File: config.mk
export PLATFORM = sky130hd
export DESIGN_NAME = homography_project_flat
export DESIGN_NICKNAME = d
export VERILOG_FILES = /design/src/rtl/homography_pkg.sv /design/src/rtl/homography_project_if.sv /design/src/rtl/homography_project_mac_unit.sv /design/src/rtl/homography_project.sv /design/src/flat_wrapper.sv
export SDC_FILE = /design/constraint.sdc
export NUM_CORES = 1
export LEC_CHECK = 0
export ABC_CLOCK_PERIOD_IN_PS = 30500
export BUFFER_PORTS_ARGS = -buffer_cell sky130_fd_sc_hd__buf_2
export CORE_UTILIZATION = 40
export CTS_CLUSTER_SIZE = 25
export DETAILED_ROUTE_END_ITERATION = 12
export PLACE_DENSITY = 0.63
export SLEW_MARGIN = 30
export SYNTH_ARGS = -nofsm -noshare
export SYNTH_HDL_FRONTEND = slang
export SYNTH_SLANG_ARGS = --single-unit
File: constraint.sdc
create_clock -name clk_in -period 30.5 [get_ports clk_in]
set_clock_uncertainty 0.15 [all_clocks]
set_input_delay 6.1 -clock clk_in [delete_from_list [all_inputs] [get_ports clk_in]]
set_output_delay 6.1 -clock clk_in [all_outputs]
set_load 0.01 [all_outputs]
File: src/rtl/homography_pkg.sv
// Shared types and constants for the projective-transform stage.
package homography_pkg;
   localparam int COEF_W = 16;
   localparam int WIDTH  = 9;
   localparam int FRAC   = 8;
   localparam int ROWS   = 3;
   localparam int TERMS  = 3;
   localparam int ACC_W  = COEF_W + WIDTH + 3;

   typedef logic signed [COEF_W-1:0] coef_t;
   typedef logic signed [ACC_W-1:0]  acc_t;

   typedef enum logic [2:0] {IDLE, LOAD, MAC, STORE, DONE} state_t;
endpackage

File: src/rtl/homography_project_if.sv
// Transaction bus between the corner source and the divider array.
// start_in is a level sampled only while idle; valid_out is a one-cycle pulse and the data are held afterwards.
interface homography_project_if #(
   parameter int NPTS   = 3,
   parameter int WIDTH  = 9,
   parameter int COEF_W = 16
);
   import homography_pkg::state_t;

   logic                            start_in;
   logic [8:0][COEF_W-1:0]          h_in;
   logic [NPTS-1:0][WIDTH-1:0]      x_in;
   logic [NPTS-1:0][WIDTH-1:0]      y_in;
   logic                            busy_out;
   logic                            valid_out;
   logic [2*NPTS-1:0][WIDTH-1:0]    dividend_out;
   logic [NPTS-1:0][WIDTH-1:0]      divisor_out;
   logic                            w_err_out;
   state_t                          state_dbg;

   modport master (
      output start_in, h_in, x_in, y_in,
      input  busy_out, valid_out, dividend_out, divisor_out, w_err_out, state_dbg
   );

   modport slave (
      input  start_in, h_in, x_in, y_in,
      output busy_out, valid_out, dividend_out, divisor_out, w_err_out, state_dbg
   );
endinterface

File: src/rtl/homography_project_mac_unit.sv
// Shared signed multiply-accumulate: clear, add coef*operand, add sign-extended coef.
module mac_unit #(
   parameter int COEF_W = 16,
   parameter int WIDTH  = 9,
   parameter int ACC_W  = COEF_W + WIDTH + 3
) (
   input  logic                     clk_in,
   input  logic                     rst_in,
   input  logic                     clear,
   input  logic                     accumulate,
   input  logic                     add_const,
   input  logic signed [COEF_W-1:0] coef,
   input  logic        [WIDTH-1:0]  operand,
   output logic signed [ACC_W-1:0]  acc
);
   logic signed [COEF_W+WIDTH:0] prod;
   logic signed [ACC_W-1:0]      base;
   logic signed [ACC_W-1:0]      add_p;
   logic signed [ACC_W-1:0]      add_c;

   // Operand is an unsigned pixel coordinate, so it gets a zero sign bit.
   assign prod = coef * $signed({1'b0, operand});

   always_comb begin
      base  = clear      ? '0 : acc;
      add_p = accumulate ? ACC_W'(prod) : '0;
      add_c = add_const  ? ACC_W'(coef) : '0;
   end

   always_ff @(posedge clk_in or negedge rst_in) begin
      if (!rst_in) acc <= '0;
      else         acc <= base + add_p + add_c;
   end
endmodule

File: src/rtl/homography_project.sv
// Sequential homography stage: one shared MAC computes X, Y, W per corner,
// clamps them for the divider array and publishes all corners with one valid pulse.
module homography_project #(
   parameter int NPTS   = 3,
   parameter int WIDTH  = 9,
   parameter int COEF_W = 16,
   parameter int FRAC   = 8
) (
   input logic                 clk_in,
   input logic                 rst_in,
   homography_project_if.slave bus
);
   import homography_pkg::*;

   localparam int ACC_W = COEF_W + WIDTH + 3;
   localparam int PW    = (NPTS > 1) ? $clog2(NPTS) : 1;
   localparam logic [WIDTH-1:0] OMAX = '1;

   state_t state, state_next;
   logic [PW-1:0] p;
   logic [1:0]    r, k;
   logic [3:0]    h_idx;
   logic signed [COEF_W-1:0] h_q [9];
   logic [WIDTH-1:0] x_q [NPTS];
   logic [WIDTH-1:0] y_q [NPTS];
   logic [WIDTH-1:0] res_d [2*NPTS];
   logic [WIDTH-1:0] res_w [NPTS];
   logic err_q;
   logic last_term, last_row, last_pt;
   logic mac_clear, mac_acc, mac_const;
   logic signed [COEF_W-1:0] mac_coef;
   logic [WIDTH-1:0] mac_operand;
   logic signed [ACC_W-1:0] acc, sh, lo_lim, hi_lim;
   logic [WIDTH-1:0] clamped;
   logic w_bad;

   assign last_term = (k == 2'(TERMS-1));
   assign last_row  = (r == 2'(ROWS-1));
   assign last_pt   = (p == PW'(NPTS-1));
   assign bus.state_dbg = state;

   always_ff @(posedge clk_in or negedge rst_in) begin
      if (!rst_in) state <= IDLE;
      else         state <= state_next;
   end

   always_comb begin
      state_next    = state;
      bus.busy_out  = 1'b0;
      bus.valid_out = 1'b0;
      case (state)
         IDLE:    if (bus.start_in) state_next = LOAD;
         LOAD:    state_next = MAC;
         MAC:     if (last_term) state_next = STORE;
         STORE:   state_next = (last_row && last_pt) ? DONE : MAC;
         DONE:    state_next = IDLE;
         default: state_next = IDLE;
      endcase
      bus.busy_out  = (state == LOAD) || (state == MAC) || (state == STORE);
      bus.valid_out = (state == DONE);
   end

   // Term k of row r uses h[r][k]; the third term is the translation constant.
   always_comb begin
      h_idx       = 4'(r) * 4'd3 + 4'(k);
      mac_coef    = h_q[h_idx];
      mac_operand = (k == 2'd0) ? x_q[p] : y_q[p];
      mac_clear   = (state == LOAD) || ((state == MAC) && (k == 2'd0));
      mac_acc     = (state == MAC) && !last_term;
      mac_const   = (state == MAC) && last_term;
   end

   mac_unit #(.COEF_W(COEF_W), .WIDTH(WIDTH), .ACC_W(ACC_W)) u_mac (
      .clk_in     (clk_in),
      .rst_in     (rst_in),
      .clear      (mac_clear),
      .accumulate (mac_acc),
      .add_const  (mac_const),
      .coef       (mac_coef),
      .operand    (mac_operand),
      .acc        (acc)
   );

   // W has a floor of 1 so the downstream divider never sees zero.
   always_comb begin
      sh     = acc >>> FRAC;
      hi_lim = ACC_W'(OMAX);
      lo_lim = last_row ? ACC_W'(1) : '0;
      if (sh < lo_lim)      clamped = lo_lim[WIDTH-1:0];
      else if (sh > hi_lim) clamped = OMAX;
      else                  clamped = sh[WIDTH-1:0];
      w_bad = last_row && (sh[ACC_W-1] || (sh == '0));
   end

   always_ff @(posedge clk_in or negedge rst_in) begin
      if (!rst_in) begin
         p     <= '0;
         r     <= '0;
         k     <= '0;
         err_q <= 1'b0;
         bus.w_err_out <= 1'b0;
         for (int i = 0; i < 9; i++) h_q[i] <= '0;
         for (int i = 0; i < NPTS; i++) begin
            x_q[i]   <= '0;
            y_q[i]   <= '0;
            res_w[i] <= WIDTH'(1);
            bus.divisor_out[i] <= WIDTH'(1);
         end
         for (int i = 0; i < 2*NPTS; i++) begin
            res_d[i] <= '0;
            bus.dividend_out[i] <= '0;
         end
      end else begin
         case (state)
            LOAD: begin
               for (int i = 0; i < 9; i++) h_q[i] <= bus.h_in[i];
               for (int i = 0; i < NPTS; i++) begin
                  x_q[i] <= bus.x_in[i];
                  y_q[i] <= bus.y_in[i];
               end
               p     <= '0;
               r     <= '0;
               k     <= '0;
               err_q <= 1'b0;
            end
            MAC: k <= last_term ? 2'd0 : k + 2'd1;
            STORE: begin
               if (r == 2'd0)      res_d[{p, 1'b0}] <= clamped;
               else if (r == 2'd1) res_d[{p, 1'b1}] <= clamped;
               else                res_w[p] <= clamped;
               err_q <= err_q | w_bad;
               if (last_row) begin
                  r <= '0;
                  p <= last_pt ? '0 : p + PW'(1);
               end else begin
                  r <= r + 2'd1;
               end
               // The last W bypasses its register so outputs are ready in the valid cycle.
               if (last_row && last_pt) begin
                  for (int i = 0; i < 2*NPTS; i++) bus.dividend_out[i] <= res_d[i];
                  for (int i = 0; i < NPTS; i++)
                     bus.divisor_out[i] <= (i == NPTS-1) ? clamped : res_w[i];
                  bus.w_err_out <= err_q | w_bad;
               end
            end
            default: ;
         endcase
      end
   end
endmodule

File: src/flat_wrapper.sv
// flat-port wrapper written by rule: the top's interface ports become plain ports
module homography_project_flat import homography_pkg::*;
#(
   parameter int NPTS   = 3,
   parameter int WIDTH  = 9,
   parameter int COEF_W = 16,
   parameter int FRAC   = 8
)
  (clk_in, rst_in, bus_start_in, bus_h_in, bus_x_in, bus_y_in, bus_busy_out, bus_valid_out, bus_dividend_out, bus_divisor_out, bus_w_err_out, bus_state_dbg);
  homography_project_if #(.NPTS(NPTS), .WIDTH(WIDTH), .COEF_W(COEF_W)) bus_i ();
  input logic clk_in;
  input logic rst_in;
  input wire logic [$bits(bus_i.start_in)-1:0] bus_start_in;
  input wire logic [$bits(bus_i.h_in)-1:0] bus_h_in;
  input wire logic [$bits(bus_i.x_in)-1:0] bus_x_in;
  input wire logic [$bits(bus_i.y_in)-1:0] bus_y_in;
  output wire logic [$bits(bus_i.busy_out)-1:0] bus_busy_out;
  output wire logic [$bits(bus_i.valid_out)-1:0] bus_valid_out;
  output wire logic [$bits(bus_i.dividend_out)-1:0] bus_dividend_out;
  output wire logic [$bits(bus_i.divisor_out)-1:0] bus_divisor_out;
  output wire logic [$bits(bus_i.w_err_out)-1:0] bus_w_err_out;
  output wire logic [$bits(bus_i.state_dbg)-1:0] bus_state_dbg;
  assign bus_i.start_in = bus_start_in;
  assign bus_i.h_in = bus_h_in;
  assign bus_i.x_in = bus_x_in;
  assign bus_i.y_in = bus_y_in;
  assign bus_busy_out = bus_i.busy_out;
  assign bus_valid_out = bus_i.valid_out;
  assign bus_dividend_out = bus_i.dividend_out;
  assign bus_divisor_out = bus_i.divisor_out;
  assign bus_w_err_out = bus_i.w_err_out;
  assign bus_state_dbg = bus_i.state_dbg;
  homography_project #(.NPTS(NPTS), .WIDTH(WIDTH), .COEF_W(COEF_W), .FRAC(FRAC)) u_core (.clk_in(clk_in), .rst_in(rst_in), .bus(bus_i));
endmodule
==> metrics <==
status finished, final reports clean; Final WS setup between 15 and 20 ns; commonest non-fill, non-tap cell in the layout dfrtp_1; Final Setup Violations 0; Register-to-Register Path Depth 35; #FFs+latches synth slightly below 400; Worst Path Required approximately 30 ns; DP HPWL ~42,000 um; gr ovfl total 0; hold endpoint u_core.bus.divisor_out[0]; fillers roughly 5,300; fraction of registers with async set/reset 100%; share of layout cells above drive strength 1 between 20% and 30%; H-Tree Depth 2; Layout Utilization 47.3%; worst slew pin tran ~1.1 ns; final-stage net count 2,894; Placeable Area between 0.05 and 0.06 mm^2; RSZ-0062 raised after global routing no; pin count of the biggest net entering global routing about 120; Slew headroom between 20% and 30%; wire per inst 17.6 um; Ports around 290; Hold Startpoint u_core.res_w[18]; CP max-delay cell a21oi_1; post-synth top area cell dfrtp_1; vias in the first global route roughly 17,000; initial antenna violation count 12; Fin. Hold Viols 0; worst r2r src u_core.k[1]; DR DRC count 0; Hold Crit Class register to register; Initial Utilization between 40% and 50%; syn avg cell area 10.8 um^2; worst-skew pair later-pin latency 0.57 ns; Total Routing Usage GR 19.5%; row count just under 90; clock slew at reported path FFs roughly 0.060 ns; clk sinks slightly below 400; number of synthesized flops with an enable pin 0; Die Area 0.0597 mm^2; Crit Path Max Fanout 18; WP data arrival between 10 and 15 ns; Startpoint Class register; min Tclk post-route approximately 11 ns; Post-CTS Resized 0; Hold Crit Depth 2; cts hold-fix bufs 0; I/O Buffers 287; fmax 92.1 MHz; Syn Std Cell Area roughly 0.023 mm^2; global-route wire length before repair slightly above 90,000 um; CP Capture Type register; Yosys top cell area share between 40% and 50%; DR iter-0 viols 828; register area share after synthesis a little over two fifths; area grow syn2layout 16.5%; worst reg2reg endpoint u_core.u_mac.acc[26]; Place WS approximately 20 ns; number of post-CTS setup repair buffers 0; Post-Route WL about 57,000 um; Yosys warning total 0; Top cell by count, worst path fa_1; Reg2Reg Setup Slack 19.65 ns; Max-cap violations 0; Vias per Instance approximately 5.0; via count 16,400; ANT nets after route 0; Pins Over Slew Limit 0; global placer's final weighted congestion 0.843; Root Buffer clkbuf_16; Syn Nets roughly 2,600; commonest cells after routing, fill and taps aside 385 x dfrtp_1, 376 x nand2_1, 286 x buf_2, 228 x inv_1, 205 x mux2_2; synth unique cells 64; DIE WIDTH roughly 240 um; critical path type register to register; Main synth FF type dfrtp_1; CP max stage delay ~0.84 ns; Die Ht ~240 um; number of buffers on the longest clock path 3; Synth Instances between 2,000 and 2,500; Post-Route Setup TNS 0 ns; final period utilization between 30% and 40%; CTS buffer count 43; ranking of synthesized cells by area dfrtp_1 41%, fa_1 13%, mux2_2 9.8%, nand2_1 6.0%, ha_1 4.8%; first-pass iteration count of the detailed router 7; CTS tree done
==> sequential cells by signal (all words and copies together) (netlist names), 18 cells and up <==
name and count:
u_core.u_mac.acc 28, u_core.res_d 54, u_core.y_q 27, u_core.res_w 18
u_core.x_q 27, u_core.h_q 144, u_core.bus.divisor_out 27, u_core.bus.dividend_out 54
==> area by class of cell <==
cell class	count	area, um^2	area share [%]
Multi-Input combinational cell	1475	12600	46.2
Inverter	228	856	3.13
Timing Repair Buffer	313	1710	6.25
Clock inverter	13	191	0.700
Tap cell	765	957	3.50
Clock buffer	61	1220	4.48
Sequential cell	390	9770	35.7
Antenna cell	3	7.51	0.0275
==> cell usage after synthesis (4+ instances only) <==
master	number
and2_1	8
o21bai_1	9
nor2_1	105
dfrtp_1	385
and3_1	5
nand2b_1	41
o21ai_0	114
o21a_1	15
or3_1	6
fa_1	152
ha_1	90
mux2_2	205
nand4_1	7
nand3b_1	5
xnor2_1	38
xor2_1	6
nand3_1	19
mux2i_1	49
a21oi_1	48
buf_2	6
a211oi_1	8
nand2_1	376
buf_1	7
mux4_2	33
a21boi_0	4
nor4_1	5
a21o_1	23
clkbuf_1	75
or2_2	4
o211ai_1	8
inv_1	228
nor3_1	10
dfstp_2	5
o21ai_1	12
nor2b_1	30
==> per-stage QoR <==
stage / cells / hold slack, ns / instance area [um^2]
after floorplan: 2181 / 0.282 / 23500
after global placement: 3168 / 0.289 / 25800
after detailed placement: 3169 / 0.291 / 25800
after CTS: 3243 / 0.301 / 27300
after global routing: 3246 / 0.337 / 27300
final: 3248 / 0.300 / 27300
==> metal layers <==
layer | global-route usage, % | wire (um) | up-vias
met5 | 0 | 100 | -
met4 | 4.58 | 1240 | 14
met3 | 4.09 | 3240 | 74
met1 | 25.4 | 24800 | 8192
li1 | - | - | 7739
met2 | 33.3 | 27700 | 365
==> worst max path at each step <==
stage	startpoint	to	slack, ns
floorplan	u_core.k[1]	u_core.u_mac.acc[26]	20.54
global placement	u_core.k[1]	u_core.u_mac.acc[26]	19.56
detailed placement	u_core.k[1]	u_core.u_mac.acc[26]	19.62
CTS	u_core.k[1]	u_core.u_mac.acc[26]	19.59
global route	u_core.k[1]	u_core.u_mac.acc[26]	18.96
finish	u_core.k[1]	u_core.u_mac.acc[26]	19.65
==> cell families (layout without fill, tap and decap cells) <==
family,Yosys count,after routing,share of synthesized area (%)
simple gates,638,638,12.0
buf+inv,316,615,5.09
fa+ha+maj,242,242,17.8
other cells,0,3,0
mux,287,287,15.1
xor+xnor,44,44,1.64
compound gates,264,264,6.80
flops,390,390,41.6
==> critical path, delay by kind of cell, from the launching register on <==
kind | cells | cell delay (ns)
adder cells (fa/ha/maj) | 11 | 5.06
AO/OA/AOI/OAI | 13 | 3.30
AND/OR/NAND/NOR | 6 | 0.95
buffers and inverters | 5 | 0.79
flip-flops | 1 | 0.50
Power is left out: the tool's default activity adds up to more than one toggle a clock period on the data nets, which glitch-free logic cannot reach.
